**src/rtl/mips_wb_pkg.sv**
```systemverilog
// Shared types for the register-file write-port arbiter: write entry layout,
// arbiter states and grant sources.
package mips_wb_pkg;

    localparam int REG_AW    = 5;
    localparam int WB_DATA_W = 32;

    // Entry layout at the default 32-bit datapath width.
    typedef struct packed {
        logic [REG_AW-1:0]    addr;
        logic [WB_DATA_W-1:0] data;
    } wb_entry_t;

    typedef enum logic {
        ARB   = 1'b0,
        FORCE = 1'b1
    } arb_state_t;

    typedef enum logic [1:0] {
        SRC_NONE = 2'd0,
        SRC_PIPE = 2'd1,
        SRC_MD   = 2'd2
    } wb_src_t;

endpackage

```
**src/rtl/wb_fifo.sv**
```systemverilog
// Small synchronous FIFO holding mult/div results until they win the write port.
// DEPTH must be a power of two so the pointers wrap for free.
module wb_fifo #(
    parameter int DEPTH = 2,
    parameter int DW    = 37
) (
    input  logic                       clk,
    input  logic                       rst,
    input  logic                       push,
    input  logic                       pop,
    input  logic [DW-1:0]              din,
    output logic [DW-1:0]              dout,
    output logic [$clog2(DEPTH+1)-1:0] count,
    output logic                       full,
    output logic                       empty
);

    localparam int PW = $clog2(DEPTH);
    localparam int CW = $clog2(DEPTH+1);

    logic [DW-1:0] mem [DEPTH];
    logic [PW-1:0] wr_ptr;
    logic [PW-1:0] rd_ptr;
    logic          do_push;
    logic          do_pop;

    assign full    = (count == CW'(DEPTH));
    assign empty   = (count == '0);
    assign do_push = push && !full;
    assign do_pop  = pop && !empty;
    assign dout    = mem[rd_ptr];

    always_ff @(posedge clk) begin
        if (rst) begin
            wr_ptr <= '0;
            rd_ptr <= '0;
            count  <= '0;
        end else begin
            if (do_push) begin
                wr_ptr <= wr_ptr + PW'(1);
            end
            if (do_pop) begin
                rd_ptr <= rd_ptr + PW'(1);
            end
            case ({do_push, do_pop})
                2'b10:   count <= count + CW'(1);
                2'b01:   count <= count - CW'(1);
                default: count <= count;
            endcase
        end
    end

    // Storage is not reset; the pointers and count define what is valid.
    always_ff @(posedge clk) begin
        if (do_push) begin
            mem[wr_ptr] <= din;
        end
    end

endmodule

```
**src/rtl/wb_port_arbiter.sv**
```systemverilog
// Shares the register-file write port between MEM/WB and the mult/div unit.
// Optional WBARB_BYPASS_EN lets an idle-cycle mult/div result skip the FIFO.
module wb_port_arbiter
    import mips_wb_pkg::*;
#(
    parameter int DEPTH    = 2,
    parameter int MAX_WAIT = 4,
    parameter int W        = 32
) (
    input  logic              clk,
    input  logic              rst,
    input  logic              RegWrite,
    input  logic              MemToReg,
    input  logic [W-1:0]      MemRes,
    input  logic [W-1:0]      AluRes,
    input  logic [REG_AW-1:0] WriteRegister,
    input  logic              md_valid,
    input  logic [W-1:0]      md_data,
    input  logic [REG_AW-1:0] md_reg,
    output logic              md_ready,
    output logic              md_busy,
    output logic              stall_pipe,
    output logic              rf_we,
    output logic [REG_AW-1:0] rf_waddr,
    output logic [W-1:0]      rf_wdata
);

    localparam int CW = $clog2(DEPTH+1);
    localparam int SW = $clog2(MAX_WAIT+1);
    localparam logic [SW-1:0] STARVE_TC = SW'(MAX_WAIT-1);

    typedef struct packed {
        logic [REG_AW-1:0] addr;
        logic [W-1:0]      data;
    } md_entry_t;

    md_entry_t   fifo_din;
    md_entry_t   fifo_dout;
    md_entry_t   md_sel;
    logic [CW-1:0] fifo_count;
    logic        fifo_full;
    logic        fifo_empty;

    arb_state_t  state;
    arb_state_t  state_next;
    logic [SW-1:0] starve;
    logic [SW-1:0] starve_next;
    wb_src_t     src;

    logic        pipe_req;
    logic        fifo_req;
    logic        push;
    logic        pop;
    logic        bypass;
    logic [W-1:0] pipe_data;

    logic              we_next;
    logic [REG_AW-1:0] waddr_next;
    logic [W-1:0]      wdata_next;

    assign pipe_req  = RegWrite && (WriteRegister != '0);
    assign pipe_data = MemToReg ? MemRes : AluRes;
    assign fifo_req  = !fifo_empty;
    assign md_ready  = (fifo_count < CW'(DEPTH));
    assign md_busy   = !fifo_empty;
    assign push      = md_valid && !fifo_full && !bypass;
    assign fifo_din  = '{addr: md_reg, data: md_data};

    wb_fifo #(
        .DEPTH (DEPTH),
        .DW    ($bits(md_entry_t))
    ) u_fifo (
        .clk   (clk),
        .rst   (rst),
        .push  (push),
        .pop   (pop),
        .din   (fifo_din),
        .dout  (fifo_dout),
        .count (fifo_count),
        .full  (fifo_full),
        .empty (fifo_empty)
    );

    always_comb begin
        src         = SRC_NONE;
        pop         = 1'b0;
        bypass      = 1'b0;
        state_next  = state;
        starve_next = starve;
        case (state)
            ARB: begin
                if (pipe_req) begin
                    src = SRC_PIPE;
                    if (!fifo_req) begin
                        starve_next = '0;
                    end else if (starve == STARVE_TC) begin
                        state_next  = FORCE;
                        starve_next = '0;
                    end else begin
                        starve_next = starve + SW'(1);
                    end
                end else if (fifo_req) begin
                    src         = SRC_MD;
                    pop         = 1'b1;
                    starve_next = '0;
                end else begin
                    starve_next = '0;
`ifdef WBARB_BYPASS_EN
                    if (md_valid) begin
                        src    = SRC_MD;
                        bypass = 1'b1;
                    end
`endif
                end
            end
            FORCE: begin
                // MEM/WB is frozen by stall_pipe, so its request is ignored here.
                state_next  = ARB;
                starve_next = '0;
                if (fifo_req) begin
                    src = SRC_MD;
                    pop = 1'b1;
                end
            end
            default: begin
                state_next  = ARB;
                starve_next = '0;
            end
        endcase
    end

    always_comb begin
        md_sel     = bypass ? fifo_din : fifo_dout;
        we_next    = 1'b0;
        waddr_next = rf_waddr;
        wdata_next = rf_wdata;
        case (src)
            SRC_PIPE: begin
                we_next    = 1'b1;
                waddr_next = WriteRegister;
                wdata_next = pipe_data;
            end
            SRC_MD: begin
                // Results aimed at r0 are consumed here without touching the port.
                if (md_sel.addr != '0) begin
                    we_next    = 1'b1;
                    waddr_next = md_sel.addr;
                    wdata_next = md_sel.data;
                end
            end
            default: begin
                we_next = 1'b0;
            end
        endcase
    end

    always_ff @(posedge clk) begin
        if (rst) begin
            state      <= ARB;
            starve     <= '0;
            stall_pipe <= 1'b0;
            rf_we      <= 1'b0;
            rf_waddr   <= '0;
            rf_wdata   <= '0;
        end else begin
            state      <= state_next;
            starve     <= starve_next;
            stall_pipe <= (state_next == FORCE);
            rf_we      <= we_next;
            rf_waddr   <= waddr_next;
            rf_wdata   <= wdata_next;
        end
    end

endmodule

```
**config.mk**
```make
export PLATFORM = sky130hd
export DESIGN_NAME = wb_port_arbiter
export DESIGN_NICKNAME = d
export VERILOG_FILES = /design/src/rtl/mips_wb_pkg.sv /design/src/rtl/wb_fifo.sv /design/src/rtl/wb_port_arbiter.sv
export SDC_FILE = /design/constraint.sdc
export NUM_CORES = 1
export LEC_CHECK = 0
export ABC_AREA = 1
export CORE_MARGIN = 3
export CORE_UTILIZATION = 47
export CTS_BUF_LIST = sky130_fd_sc_hd__clkbuf_8 sky130_fd_sc_hd__clkbuf_16
export DETAILED_ROUTE_END_ITERATION = 6
export GPL_TIMING_DRIVEN = 0
export PLACE_DENSITY_LB_ADDON = 0.3
export REMOVE_ABC_BUFFERS = 1
export SYNTH_ARGS = -nofsm -noshare
export SYNTH_HDL_FRONTEND = slang
export SYNTH_SLANG_ARGS = --single-unit
```
**constraint.sdc**
```tcl
create_clock -name clk -period 3.2 [get_ports clk]
set_clock_uncertainty 0.05 [all_clocks]
set_input_delay 0.32 -clock clk [delete_from_list [all_inputs] [get_ports clk]]
set_output_delay 0.32 -clock clk [all_outputs]
set_load 0.05 [all_outputs]
```
Word-level counts from Yosys, hierarchy flattened
Memories as Yosys holds them, arrays and structs flattened. A register that Yosys moved wholly into a read port is not among the register bits.
Cells that the tools add are included.
W data, S select, Z words.
{"block": "word_totals", "reg_bits": 46, "ramBits": 74, "input_bits": 111, "output_inout_bits": 41, "elab_cells": 61, "mem_count": 1}
{"name": "u_fifo.mem", "words": 2, "word_bits": 37, "rd": 1, "rd_clocked_by_memory_dff": 1, "write_ports": 1, "line_no": "wb_fifo.sv:21", "text": "logic [DW-1:0] mem [DEPTH];"}
{"block": "op_classes", "addsub": 5, "order_cmp": 1, "n_eq_ne": 7, "mux": 26, "n_bitwise": 1, "n_reduce_logical": 12}
{"op": "$mux W32", "n": 2}
{"op": "$pmux W32 S2", "n": 1}
{"op": "$mux W1", "n": 10}
{"op": "$pmux W5 S2", "n": 1}
{"op": "$reduce_bool A5 Y1", "n": 2}
{"op": "$mux W3", "n": 3}
{"op": "$pmux W2 S2", "n": 2}
{"op": "$eq A2 B2 Y1 const B", "n": 3}
{"op": "$pmux W1 S2", "n": 3}
{"op": "$pmux W3 S2", "n": 1}
{"op": "$mux W5", "n": 1}
{"op": "$eq A2 B1 Y1 const B", "n": 2}
{"op": "$logic_and A1 B1 Y1", "n": 4}
{"op": "$mux W2", "n": 2}
{"op": "$reduce_bool A2 Y1", "n": 2}
{"op": "$add A3 B1 Y3 const B", "n": 1}
{"op": "$eq A3 B2 Y1 const B", "n": 1}
{"op": "$add A1 B1 Y1 const B", "n": 2}
{"op": "$add A2 B1 Y2 const B", "n": 1}
{"op": "$logic_not A1 Y1", "n": 2}
{"op": "$logic_not A2 Y1", "n": 1}
{"op": "$lt A2 B2 Y1 const B", "n": 1}
{"op": "$ne A2 B2 Y1 const B", "n": 1}
{"op": "$reduce_and A2 Y1", "n": 1}
{"op": "2 further kinds", "n": 2}

Longest topological paths before layout
{"block": "depth", "depth_word": 7, "ltp_mapped": 11, "mapped_depth_nobuf": 11}

By module
A second synthesis with hierarchy kept.
{"block": "unflattened", "cells_unflattened": 692, "area_unflattened_um2": 6170.9}
{"mod": "wb_port_arbiter", "instances": 1, "cells_per_inst": 537, "area_per_inst_um2": 3103.0, "seq_area_each_um2": 840.8}
{"mod": "wb_fifo", "instances": 1, "cells_per_inst": 155, "area_per_inst_um2": 3067.9, "seq_area_each_um2": 2322.2}

Worst setup path after synthesis
Ideal clock, no wire load.
{"block": "synth_timing", "path_type": "reg2reg", "from": "register u_fifo.count[1]", "to": "memory u_fifo.mem[0][0], enable pin", "setup_ps": 431, "arrival_ps": 2494, "required_ps": 2719, "slack_ps": 224, "path_stages_with_launch": 4, "path_buffers": 0, "synth_period_minus_slack_ps": 2976, "cell_sequence": "dfxtp_1 > inv_1 > o21ai_0 > nor2_1"}
{"block": "synth_between", "elab_chain_len": 6}
{"item": "start: declaration", "line_no": "wb_fifo.sv:13", "text": "output logic [$clog2(DEPTH+1)-1:0] count,"}
{"item": "start signal: assignment", "line_no": "wb_fifo.sv:46", "text": "2'b10: count <= count + CW'(1);"}
{"item": "start signal: assignment", "line_no": "wb_fifo.sv:47", "text": "2'b01: count <= count - CW'(1);"}
{"item": "start signal: assignment", "line_no": "wb_fifo.sv:48", "text": "default: count <= count;"}
{"item": "$eq A2 B2 Y1 *", "line_no": "wb_fifo.sv:27", "text": "assign full = (count == CW'(DEPTH));"}
{"item": "$logic_not A1 Y1 *", "line_no": "wb_fifo.sv:29, wb_port_arbiter.sv:66"}
{"item": "$logic_and A1 B1 Y1", "line_no": "wb_port_arbiter.sv:66", "text": "assign push = md_valid && !fifo_full && !bypass;"}
{"item": "$logic_and A1 B1 Y1 *", "line_no": "wb_fifo.sv:29", "text": "assign do_push = push && !full;"}
{"item": "$mux W1 *", "line_no": "wb_fifo.sv:55", "text": "if (do_push) begin"}
{"item": "$mux W1 (not written as such) *", "line_no": "wb_fifo.sv:56", "text": "mem[wr_ptr] <= din;"}
{"item": "end: declaration", "line_no": "wb_fifo.sv:21"}
Mark *: on every way between the ends. The rest lies on a longest branch, timed or not.

Final worst setup path
{"block": "layout_timing", "from": "input port WriteRegister[2]", "to": "register u_fifo.count[1]"}
{"block": "layout_between", "elab_chain_len": 7, "elab_cells_between_ends": 9, "cone_classes": "eq/ne: 2; mux: 3; reduce/logical: 4"}
{"item": "start: declaration", "line_no": "wb_port_arbiter.sv:16", "text": "input logic [REG_AW-1:0] WriteRegister,"}
{"item": "$reduce_bool A5 Y1 *", "line_no": "wb_port_arbiter.sv:61", "text": "assign pipe_req = RegWrite && (WriteRegister != '0);"}
{"item": "$logic_and A1 B1 Y1 *", "line_no": "wb_port_arbiter.sv:61"}
{"item": "$mux W1 *", "line_no": "wb_port_arbiter.sv:92", "text": "if (pipe_req) begin"}
{"item": "$pmux W1 S2 *", "line_no": "wb_port_arbiter.sv:90", "text": "case (state)"}
{"item": "$logic_and A1 B1 Y1 *", "line_no": "wb_fifo.sv:30", "text": "assign do_pop = pop && !empty;"}
{"item": "via u_fifo.do_pop", "line_no": "wb_fifo.sv:25", "text": "logic do_pop;"}
{"item": "$eq A2 B1 Y1 or $eq A2 B2 Y1 (tied branches)", "line_no": "wb_fifo.sv:45", "text": "case ({do_push, do_pop})"}
{"item": "$pmux W2 S2 or $reduce_bool A2 Y1 (tied branches)"}
Mark *: on every way through the listed nets, which the timed path passes. The rest lies on a longest branch.
A chain may end at the register's enable or synchronous reset.

==> flow_summary.ini <==
[detailed_routing]
drt-initial-drc-count = 124
wl_um = 11300
firstDrtPassIters = 4
drtAntennaViolNets = 0
post-route-drc-count = 0
vias = 3711
wl_per_cell_um = 14.9
viasPerCell = 4.88

[run]
maxCapViolations = 0

[clock_network]
cts_sinks = 121
postCtsHoldBufs = 0
cts-root-buf = clkbuf_8
cts.htree.levels = 4
clk_path_buf_depth = 2
cts_tree = built
worst_skew_pair.late_latency_ps = 500
clkSlewWorstSetupHoldPaths_ps = 60
post_cts_buffers = 0
cts_inserted_buffers = 17
cts_resized = 0

[die]
start_util = 0.488
ios = 152
rows = 37
die_h_um = 110
core_area_mm2 = 0.0104
fp.dieW_um = 110
die_area_mm2 = 0.0121

[global_route]
grt_max_degree = 70
grt_overflow = 0
grt_pass1_wl_um = 17600
grt_pass1_vias = 3740
antenna_found_initial = 1
track_usage = 0.193

[place]
dpl_cell_area_mm2 = 0.00673
numPortBuffers = 151
hpwl_um = 7680
pre_cts_slack_ps = -100
dp.cells = 728
place_congestion = 0.779

[logic_synthesis]
syn_area_mm2 = 0.00509
synth-edff-count = 74
ys_async_sr_fraction = 0
synthFlopType = edfxtp_1
synth_seq_cells = 121
synth_cells = 460
syn_avg_cell_area_um2 = 11.1
yosysSeqAreaShare = 0.622
yosys_warnings = 0
ys_types = 27

[pwr]
p_per_area_mw_per_mm2 = 762
irDropWorstVdd_uv = 339
leakagePower_nw = 2.86

[layout]
layout.nets = 725
area_growth_pct = 43.9
final_area_mm2 = 0.00732
fin_cells = 760
fin_util = 0.703
drive_gt1_frac = 0.125
final_common_cell = nand2_1
layout_common_cells = nand2_1 (171), clkdlybuf4s50_1 (150), edfxtp_1 (74), dfxtp_1 (46), o21ai_0 (34)
n_antenna_cell = 0

[sta]
slew_viol_final = 0
finalCritPeriodShare = 0.870
setup_ws_ps = 417
whs_ps = 347
timing.slew.headroom = 0.210
max_freq_mhz = 359
rsz0062_at_grt = false
hold_viol = 0
min_period_ps = 2780
tightest_slew_ps = 1180
finalSetupViolCount = 0

[critical_path]
worstSetupPathType = input port to flop
worst_path_max_delay_cell = nand2_2
critPathMaxStageDelay_ps = 910
arrival_ps = 3150
reg2reg_depth = 9
cp_cell_sequence = clkdlybuf4s50_1, nor2_1, nand3_1, nand3_2, nand2_2, inv_2, ha_1, inv_1, nand2_1, nor2_1, o21ai_0, a21oi_1
startpoint_type = input port
timing.critical_path.buf_inv = 3
worst-path-stages = 12
crit_required_ps = 3570
crit_fanout = 69
end_kind = flop
critPathMostFrequentCell = nor2_1
crit_family = simple AND/OR/NAND/NOR gates

[run_status]
status = completed

[min_path]
hp-class = input port to flop
hold_path_depth = 1
## Yosys cell counts (4+ instances only)
master / instances / area [um^2]
a21oi_1: 6 / 30.0
buf_2: 10 / 50.1
buf_4: 4 / 30.0
clkbuf_1: 4 / 15.0
dfxtp_1: 47 / 941
edfxtp_1: 74 / 2220
inv_1: 9 / 33.8
mux2_2: 32 / 360
mux2i_1: 31 / 310
nand2_1: 171 / 642
nand3_1: 4 / 20.0
nor2_1: 8 / 30.0
o21ai_0: 34 / 170
o21ai_1: 4 / 20.0
## metrics by stage
| stage | power (mW) | TNS (ps) |
|---|---|---|
| 2_1_floorplan | 3.09 | 0 |
| 3_3_place_gp | 3.66 | -73290 |
| 3_5_place_dp | 3.72 | -100 |
| 4_1_cts | 5.63 | 0 |
| 5_1_grt | 5.85 | 0 |
| 6_report | 5.58 | 0 |
## layer usage
layer,up-vias,wire [um],track usage
met5,-,13,0
met3,15,852,0.0612
li1,1878,-,-
met4,2,124,0.0686
met1,1703,4330,0.208
met2,113,5970,0.354
## kinds of logic after synthesis
family / count (synthesis) / synth area share
and+or+nand+nor: 195 / 0.157
DFF: 121 / 0.622
muxes: 63 / 0.132
AOI/OAI and AO/OA: 46 / 0.0482
buffers and inverters: 32 / 0.0335
adders and majority gates: 3 / 0.00738
## worst paths after layout
check                         from               end  slack, ps
setup reg to reg   u_fifo.count[0]   u_fifo.count[1]        450
hold / removal          md_data[2]  u_fifo.mem[0][2]        350
setup / recovery  WriteRegister[2]   u_fifo.count[1]        420
hold reg to reg       rf_wdata[26]      rf_wdata[26]        400
## flip-flops by register name, summed over array words and instances (netlist names), 2 cells and up, named ones only
register	count
rf_wdata	32
u_fifo.mem	74
rf_waddr	5
starve	3
u_fifo.count	2
## final cells by class
cell class | instances | area (um^2)
fillers | 759 | 3100
well taps | 136 | 170
multi-input cells | 307 | 1770
clock buffers | 18 | 428
clock inverters | 14 | 171
flip-flops and latches | 121 | 3160
inverters | 10 | 37.5
repair buffers | 154 | 1580
## report_power, final
| group | internal [mW] | total (mW) | switching, mW | leakage (nW) |
|---|---|---|---|---|
| registers | 1.92 | 2.04 | 0.122 | 1.08 |
| clock network | 1.21 | 1.90 | 0.690 | 0.280 |
| logic | 0.605 | 1.64 | 1.03 | 1.50 |
Power figures use the tool's default switching activity.
==> RTL change: new RTL, same flow settings <==
Change the parameter `W` from 32 to 48.
--- a/src/rtl/wb_port_arbiter.sv
+++ b/src/rtl/wb_port_arbiter.sv
@@ -6,5 +6,5 @@
     parameter int DEPTH    = 2,
     parameter int MAX_WAIT = 4,
-    parameter int W        = 32
+    parameter int W        = 48
 ) (
     input  logic              clk,
Interface: changed (resized AluRes, MemRes, md_data and rf_wdata); port bits go from 152 to 216. No check against the original RTL was run, so the function may have changed too.
==> RTL change against the unedited design <==
- critical endpoint is now md_busy
- worst setup slack worse by 0.24 ns
- largest power group unchanged
- combinational power up 51%
- synthesized area up 55%
- routed wire length up 63%
- critical path depth down 9
- register-to-register slack about the same
- sequential cell count up 48
- utilization down 3.4 points
- power up 29%
- cell area up 47%
- worst hold slack better by 0.034 ns
==> RTL change: results (changes against the unedited design) <==
Clock Path Buffers - 2 (unchanged)
Wire length of the first global-routing pass - 29,600 um (+69%)
Clock latency on the worst-skew pair - 0.42 ns (-0.08 ns)
Post-detailed-route wirelength per cell - 13.1 um (-12%)
Async set or reset register ratio after synthesis - 0% (unchanged)
HPWL reported at the end of detailed placement - 12,300 um (+61%)
Most instantiated cells after synthesis - 413 x sky130_fd_sc_hd__nand2_1, 109 x sky130_fd_sc_hd__nor2_1, 106 x sky130_fd_sc_hd__edfxtp_1
Maximum number of pins on one net before global-route repair - 68 (-2.9%)
Drt pass-1 iters - 5 (+1)
DRC violation total after the first TritonRoute iteration - 327 (+160%)
Crit Path Max Fanout - 50 (-28%)
Ratio of cells with drive above 1 in the final layout - 4.37% (-8.1 points)
Final net count - 1,339 (+85%)
Total number of H-tree levels - 4 (unchanged)
TritonCTS Buffers - 17 (unchanged)
HP Class - register to register
Share of synthesized area occupied by flip-flops and latches - 56.4% (-5.8 points)
Post-DR vias/cell - 4.69 (-4.0%)
Initial antenna violation count - 0 (-1)
Maximum vdd drop - 0.000385 V (+14%)
Compound-Gate Fraction of Synth Area - 4.38% (-0.44 points)
Root Buffer Master - sky130_fd_sc_hd__clkbuf_16
Register clock-pin slew on the reported worst setup and hold paths - 0.06 ns (about the same)
Number of inserted filler cells in the final layout - 1,345 (+77%)
Vias in the first global route - 6,096 (+63%)
Worst slack after detailed placement - -0.176 ns (-0.0756 ns)
Largest regs - u_fifo.mem (106), rf_wdata (48), rf_waddr (5)
Warnings from Yosys - 0 (unchanged)
Leakage power total - 4.92 nW (+72%)
Number of distinct library cells after synthesis - 25 (-7.4%)
Rel. slew slack - 39.1% (+18 points)
Cell types with the largest area share after synthesis - sky130_fd_sc_hd__edfxtp_1 40%, sky130_fd_sc_hd__nand2_1 20%, sky130_fd_sc_hd__dfxtp_1 16%, sky130_fd_sc_hd__nor2_1 5.2%, sky130_fd_sc_hd__inv_1 5.0%
Adder-cell share of the synthesized area - 0.476% (-0.26 points)
Gr usage total - 20.4% (+1.1 points)
Share of cell area taken by muxes after synthesis - 0% (-13 points)
Most frequently used cell type in the post-synthesis netlist - sky130_fd_sc_hd__nand2_1
Result of the run - complete, no violations
Weighted congestion at the end of routability-driven global placement - 0.746 (-4.3%)
Area share of xor/xnor cells in the synthesized design - 0% (unchanged)
CP Data Arrival Time - 2.65 ns (-0.50 ns)
Count of port buffers added during placement - 215 (+42%)
Number of synthesized flops with an enable pin - 106 (+43%)
## RTL change: cell count changes in the layout (fill, tap and decap cells not counted), moves of 23 or more
cell and change:
sky130_fd_sc_hd__clkdlybuf4s50_1 +64, sky130_fd_sc_hd__edfxtp_1 +32, sky130_fd_sc_hd__inv_1 +100, sky130_fd_sc_hd__mux2_2 -32
sky130_fd_sc_hd__mux2i_1 -31, sky130_fd_sc_hd__nand2_1 +241, sky130_fd_sc_hd__nand3_1 +53, sky130_fd_sc_hd__nor2_1 +101
sky130_fd_sc_hd__o21ai_0 +23
## RTL change: stage by stage
stage	instances	instance area (um^2)	hold slack (ns)	power (mW)
6_report	1406	10800	0.380	7.19
5_1_grt	1406	10800	0.413	7.64
4_1_cts	1406	10800	0.380	7.28
3_5_place_dp	1374	10200	0.373	5.33
3_3_place_gp	1365	9980	0.359	5.25
2_1_floorplan	934	7560	0.339	4.40
## RTL change: timing repair
action,in CTS,in global routing
resized for setup,0,1
setup endpoints to repair,0,53
hold buffers,0,0
## RTL change: metal layers
metal / vias to the layer above / part of all wire, % / track usage, %
met5: - / 0 / 0
met4: 0 / 0.96 / 5.66
li1: 3451 / - / -
met2: 145 / 53 / 38.0
met3: 15 / 5.4 / 4.72
met1: 2980 / 41 / 23.3
## RTL change: cells by family after synthesis
family	Yosys count
AO/OA/AOI/OAI	66
buffers and inverters	161
adder cells (fa/ha/maj)	3
AND/OR/NAND/NOR	589
flip-flops	169
## RTL change: layout make-up
| cell class | count | share of cell area [%] |
|---|---|---|
| multi-input combinational | 658 | 25.4 |
| clock inverter | 12 | 0.800 |
| clock buffer | 20 | 4.43 |
| tap | 216 | 2.51 |
| inverter | 107 | 3.76 |
| timing repair buffer | 224 | 21.9 |
| sequential | 169 | 41.2 |
## RTL change: path summary, 6_finish.rpt
kind                  endpoint  slack (ns)  cells after the start            start
setup / recovery       md_busy        0.18                      3  u_fifo.count[0]
hold / removal       starve[0]        0.38                      1        starve[0]
hold reg to reg      starve[0]        0.38                      1        starve[0]
setup reg to reg  rf_wdata[27]        0.45                      9  u_fifo.count[0]
## RTL change: worst max-delay path: stages (launching register included)
cell and delay (ns):
sky130_fd_sc_hd__dfxtp_1 0.37, sky130_fd_sc_hd__nor2_4 0.21, sky130_fd_sc_hd__clkinv_2 0.70, sky130_fd_sc_hd__clkdlybuf4s50_1 0.94
## RTL change: report_power, final
| group | leakage, nW | switching [mW] | internal, mW | total [mW] |
|---|---|---|---|---|
| Combinational | 3.11 | 1.62 | 0.858 | 2.48 |
| Sequential | 1.51 | 0.132 | 2.65 | 2.78 |
| Clock | 0.294 | 0.792 | 1.14 | 1.93 |
| Total | 4.92 | 2.54 | 4.65 | 7.19 |
